<file path="src/rtl/vga_timing_pkg.sv">
// vga_timing_pkg: default 640x480 raster timing constants and the range decode helper
package vga_timing_pkg;
  localparam int CNT_W    = 10;
  localparam int H_ACTIVE = 640;
  localparam int H_FP     = 16;
  localparam int H_SYNC   = 96;
  localparam int H_BP     = 48;
  localparam int H_TOTAL  = H_ACTIVE + H_FP + H_SYNC + H_BP;
  localparam int V_ACTIVE = 480;
  localparam int V_FP     = 10;
  localparam int V_SYNC   = 2;
  localparam int V_BP     = 29;
  localparam int V_TOTAL  = V_ACTIVE + V_FP + V_SYNC + V_BP;
  function automatic logic in_range(input int unsigned cnt, input int unsigned lo, input int unsigned hi);
    return cnt >= lo && cnt < hi;
  endfunction
endpackage

</file>
<file path="src/rtl/vga_pix_tick.sv">
// vga_pix_tick: system-clock divider producing the step strobe and the registered pixel tick
module vga_pix_tick #(
  parameter int CLK_DIV = 4
) (
  input  logic clk,
  input  logic rst,
  input  logic en,
  output logic step,
  output logic tick
);
  localparam int DW = CLK_DIV > 1 ? $clog2(CLK_DIV) : 1;
  localparam logic [DW-1:0] LAST = DW'(CLK_DIV - 1);
  logic [DW-1:0] div;
  assign step = en && div == LAST;
  always_ff @(posedge clk or posedge rst)
    if (rst) begin
      div  <= '0;
      tick <= 1'b0;
    end else begin
      tick <= step;
      if (en) div <= step ? '0 : div + 1'b1;
    end
endmodule

</file>
<file path="src/rtl/vga_timing_gen.sv">
// vga_timing_gen: parametrised raster timing generator; optional pre_* lookahead outputs under VGA_PREFETCH_EN
module vga_timing_gen #(
  parameter int CNT_W    = vga_timing_pkg::CNT_W,
  parameter int H_ACTIVE = vga_timing_pkg::H_ACTIVE,
  parameter int H_FP     = vga_timing_pkg::H_FP,
  parameter int H_SYNC   = vga_timing_pkg::H_SYNC,
  parameter int H_BP     = vga_timing_pkg::H_BP,
  parameter int V_ACTIVE = vga_timing_pkg::V_ACTIVE,
  parameter int V_FP     = vga_timing_pkg::V_FP,
  parameter int V_SYNC   = vga_timing_pkg::V_SYNC,
  parameter int V_BP     = vga_timing_pkg::V_BP,
  parameter bit HS_POL   = 1'b0,
  parameter bit VS_POL   = 1'b0,
  parameter int CLK_DIV  = 4,
  parameter int PREFETCH = 2
) (
  input  logic             clk,
  input  logic             rst,
  input  logic             en,
  output logic             pix_tick,
  output logic [CNT_W-1:0] h_cnt,
  output logic [CNT_W-1:0] v_cnt,
  output logic             hs,
  output logic             vs,
  output logic             de,
  output logic             line_start,
  output logic             frame_start
`ifdef VGA_PREFETCH_EN
  ,
  output logic             pre_de,
  output logic [CNT_W-1:0] pre_x,
  output logic [CNT_W-1:0] pre_y
`endif
);
  import vga_timing_pkg::*;
  localparam int HT = H_ACTIVE + H_FP + H_SYNC + H_BP;
  localparam int VT = V_ACTIVE + V_FP + V_SYNC + V_BP;
  localparam logic [CNT_W:0] H_LAST = (CNT_W+1)'(HT - 1);
  localparam logic [CNT_W:0] V_LAST = (CNT_W+1)'(VT - 1);
  logic step, h_wrap, v_wrap;
  logic [CNT_W-1:0] h_nx, v_nx;
  vga_pix_tick #(.CLK_DIV(CLK_DIV)) u_tick (
    .clk (clk),
    .rst (rst),
    .en  (en),
    .step(step),
    .tick(pix_tick)
  );
  always_comb begin
    h_wrap = {1'b0, h_cnt} == H_LAST;
    v_wrap = {1'b0, v_cnt} == V_LAST;
    h_nx   = h_wrap ? '0 : h_cnt + 1'b1;
    v_nx   = !h_wrap ? v_cnt : v_wrap ? '0 : v_cnt + 1'b1;
  end
  // status is decoded from the next counter values so it lands together with them
  always_ff @(posedge clk or posedge rst)
    if (rst) begin
      h_cnt       <= CNT_W'(HT - 1);
      v_cnt       <= CNT_W'(VT - 1);
      hs          <= ~HS_POL;
      vs          <= ~VS_POL;
      de          <= 1'b0;
      line_start  <= 1'b0;
      frame_start <= 1'b0;
    end else if (step) begin
      h_cnt       <= h_nx;
      v_cnt       <= v_nx;
      hs          <= in_range(32'(h_nx), H_ACTIVE + H_FP, H_ACTIVE + H_FP + H_SYNC) ? HS_POL : ~HS_POL;
      vs          <= in_range(32'(v_nx), V_ACTIVE + V_FP, V_ACTIVE + V_FP + V_SYNC) ? VS_POL : ~VS_POL;
      de          <= in_range(32'(h_nx), 0, H_ACTIVE) && in_range(32'(v_nx), 0, V_ACTIVE);
      line_start  <= h_nx == '0;
      frame_start <= h_nx == '0 && v_nx == '0;
    end
`ifdef VGA_PREFETCH_EN
  logic [CNT_W:0] ph;
  logic ph_wrap;
  logic [CNT_W-1:0] px_nx, py_nx;
  always_comb begin
    ph      = {1'b0, h_nx} + (CNT_W+1)'(PREFETCH);
    ph_wrap = ph >= (CNT_W+1)'(HT);
    px_nx   = CNT_W'(ph_wrap ? ph - (CNT_W+1)'(HT) : ph);
    py_nx   = !ph_wrap ? v_nx : ({1'b0, v_nx} == V_LAST) ? '0 : v_nx + 1'b1;
  end
  always_ff @(posedge clk or posedge rst)
    if (rst) begin
      pre_x  <= CNT_W'(PREFETCH - 1);
      pre_y  <= '0;
      pre_de <= 1'b1;
    end else if (step) begin
      pre_x  <= px_nx;
      pre_y  <= py_nx;
      pre_de <= in_range(32'(px_nx), 0, H_ACTIVE) && in_range(32'(py_nx), 0, V_ACTIVE);
    end
`endif
endmodule

</file>
<file path="config.mk">
export PLATFORM = sky130hd
export DESIGN_NAME = vga_timing_gen
export DESIGN_NICKNAME = d
export VERILOG_FILES = /design/src/rtl/vga_timing_pkg.sv /design/src/rtl/vga_pix_tick.sv /design/src/rtl/vga_timing_gen.sv
export SDC_FILE = /design/constraint.sdc
export NUM_CORES = 1
export LEC_CHECK = 0
export BUFFER_PORTS_ARGS = -buffer_cell sky130_fd_sc_hd__buf_2
export CAP_MARGIN = 5
export CELL_PAD_IN_SITES_DETAIL_PLACEMENT = 2
export CELL_PAD_IN_SITES_GLOBAL_PLACEMENT = 2
export CORE_AREA = 2 2 55 108
export CTS_CLUSTER_DIAMETER = 100
export CTS_CLUSTER_SIZE = 28
export DETAILED_ROUTE_END_ITERATION = 10
export DIE_AREA = 0 0 57 110
export PLACE_DENSITY_LB_ADDON = 0.3
export REMOVE_ABC_BUFFERS = 1
export SLEW_MARGIN = 10
export SYNTH_ARGS = -nofsm -noshare
export SYNTH_HDL_FRONTEND = slang
export SYNTH_SLANG_ARGS = --single-unit
</file>
<file path="constraint.sdc">
create_clock -name clk -period 4.05 [get_ports clk]
set_input_delay 0.81 -clock clk [delete_from_list [all_inputs] [get_ports clk]]
set_output_delay 0.81 -clock clk [all_outputs]
set_load 0.02 [all_outputs]
</file>
==> flow_summary_export.csv <==
group,metric,value,unit
timing,max_freq,371,MHz
clocking,clock_path_buffers,2,
timing,min_period_over_period,66.5,%
detailed_routing,dr.max_layer_used,"met4",
synth,yosysSeqAreaShare,39.1,%
floorplan,ioPinCount,29,
setup_path,r2r-end,"frame_start",
floorplan,start_util,33.7,%
power,powerDensity,375,nW/um^2
synth,synth.largest_area_cell,"dfrtp_1",
clocking,post_cts_hold_buffer_count,0,
hold_path,min_to,"hs",
finish,n_antenna_cell,0,
timing,finalSetupTns,0,ps
timing,setup_violations,0,
synth,synth_area,1830,um^2
timing,clock_skew,10.4,ps
clocking,htreeDepth,1,
timing,layout_min_cycle_time,2690,ps
timing,worstMarginPinSlew,491,ps
clocking,cts_tree,"built",
detailed_routing,met3_length,94,um
finish,fin_area,2030,um^2
setup_path,critical_path_arrival,2930,ps
placed_design,place_congestion,0.769,
clocking,post_cts_resized,0,
finish,nNetsFinal,232,
synth,avgSynthCellArea,9.00,um^2
synth,async_reset_ff_share,100,%
setup_path,cp_max_fo,8,
clocking,numCtsBuffers,3,
synth,yosysWarnings,0,
power,ir_drop,0.000253,V
finish,syn2layout_area_growth,10.9,%
setup_path,rr_startpoint,"h_cnt[0]",
clocking,post_cts_buffers,0,
grt,grt_pass1_vias,1858,
synth,synth_commonest_cells,"34 x nand2_1, 17 x dfrtp_1, 12 x nand3_1, 12 x o21ai_0, 11 x dfstp_2",
timing,hold_violations,0,
detailed_routing,via_per_inst,5.81,
grt,antenna_found_initial,0,
detailed_routing,drcViolationCount,0,
placed_design,dp_hpwl,4.33,mm
grt,grt_pass1_wl,9.38,mm
floorplan,die_h,110,um
grt,grt_use_total,19.5,%
setup_path,crit_type,"reg -> reg",
detailed_routing,ant_nets,0,
detailed_routing,wl_per_cell,19.6,um
detailed_routing,finalWirelength,5.56,mm
clocking,clock_latency,290,ps
setup_path,cp-end-kind,"flop",
synth,postSynthCellCount,203,
floorplan,coreArea,5420,um^2
hold_path,worstHoldStart,"hs",
power,p_leak,0.940,nW
finish,drive_above_1_share,25.0,%
setup_path,r2r_cells,7,
power,p_total,0.760,mW
synth,synth_cell_types,58,
synth,synthFlopType,"dfrtp_1",
floorplan,dieArea,6270,um^2
grt,overflow,0,
detailed_routing,drt_iter0_markers,24,
synth,ys_ff_latch,28,
detailed_routing,wirelength_met1,2.04,mm
detailed_routing,wl_met2,3.28,mm
detailed_routing,drtPass1Iterations,4,
clocking,clk_pin_slew,100,ps
clocking,numClockSinks,28,
setup_path,r2r_setup_slack,1360,ps
job,max-cap-violations,0,
detailed_routing,dr_total_vias,1650,
floorplan,placementRows,38,
clocking,cts_root_buffer,"clkbuf_8",
placed_design,port_buffers,28,
placed_design,postPlaceCellArea,1980,um^2
floorplan,die_w,57,um
grt,grt_max_degree,22,
timing,slew-limit-headroom,66.8,%
synth,netlist.area_leader.share,23.3,%
timing,rsz0062_at_grt,"no",
hold_path,hp-class,"reg -> reg",
synth,synth_area_leaders,"dfrtp_1 23%, dfstp_2 16%, nand2_1 7.0%",
synth,synth.most_common_cell,"nand2_1",
setup_path,required,4290,ps
synth,synth_edf_count,0,
setup_path,start_kind,"flop",
timing,slew_viol_final,0,
status,status,"complete, no violations",
hold_path,hold_depth,2,
## final cells by class
class                   count  area [um^2]
fillers                   681         3390
multi-input cells         156         1010
flip-flops and latches     28          714
repair buffers             30          155
well taps                  60         75.1
clock buffers               4         45.0
inverters                   6         22.5
## flip-flops by register name, indices dropped and copies added, names as in the netlist
name,flops
line_start,1
v_cnt,10
u_tick.tick,1
u_tick.div,2
de,1
vs,1
hs,1
h_cnt,10
frame_start,1
## placed cells by master, fill, tap and decap left out, types with 2 or more instances in the layout
cell type,netlist,layout
buf_4,2,2
nor4_1,2,2
ha_1,4,4
nand2b_1,2,2
o31ai_1,3,3
buf_2,3,28
nand3b_1,3,3
and3_4,2,2
and4_1,2,2
nand4_1,3,3
dfstp_2,11,11
o21ai_0,12,12
nor3_1,4,4
xnor2_1,7,7
dfrtp_1,17,17
a21oi_1,9,9
a31oi_1,3,3
nor2_1,9,9
xor2_1,5,5
o21ai_1,4,4
a21o_1,2,2
mux2_2,2,2
clkbuf_8,0,3
inv_1,6,6
nand3_1,12,12
o211ai_1,2,2
nand2_1,34,34
a211oi_1,2,2
## worst max-delay path by stage
stage	from	end	slack, ps	cells after the start
finish	h_cnt[0]	frame_start	1360	7
global route	h_cnt[0]	frame_start	1180	7
CTS	h_cnt[0]	frame_start	1310	7
detailed placement	h_cnt[0]	frame_start	1340	7
global placement	en	frame_start	1480	8
floorplan	en	frame_start	1780	6
## worst max-delay path, stage by stage (launching register included)
cell     delay (ps)
dfstp_2         580
ha_1            310
nand4_2         240
nor3_4          440
nand3_1         200
mux2i_1         170
nor4b_1         470
a32o_1          240
## metal layers
layer  up-vias  GRT usage [%]
met1       840           19.7
met3         9           1.40
met5         -              0
met2        27           39.7
li1        774              -
met4         0           7.81
## metrics by stage
step                      instances  setup slack [ps]  hold slack, ps  util [%]
final                           284              1360             468      37.4
after global routing            284              1180             496      37.4
after CTS                       284              1310             474      37.4
after detailed placement        280              1340             459      36.6
after global placement          280              1480             452      36.6
after floorplan                 190              1780             485         -
## power breakdown
| group | internal, mW | switching (mW) |
|---|---|---|
| Clock | 0.0711 | 0.0950 |
| Combinational | 0.0719 | 0.128 |
| Sequential | 0.342 | 0.0527 |
## cell families (layout without fill, tap and decap cells)
kind of cell,after synthesis,count (layout),share of synthesized area (%)
muxes,3,3,1.78
and+or+nand+nor,88,88,27.6
DFF,28,28,39.1
xor gates and xnor gates,12,12,5.75
buffers and inverters,19,40,5.41
AOI/OAI and AO/OA,49,49,17.7
adders and majority gates,4,4,2.74
Power figures use the tool's default switching activity.
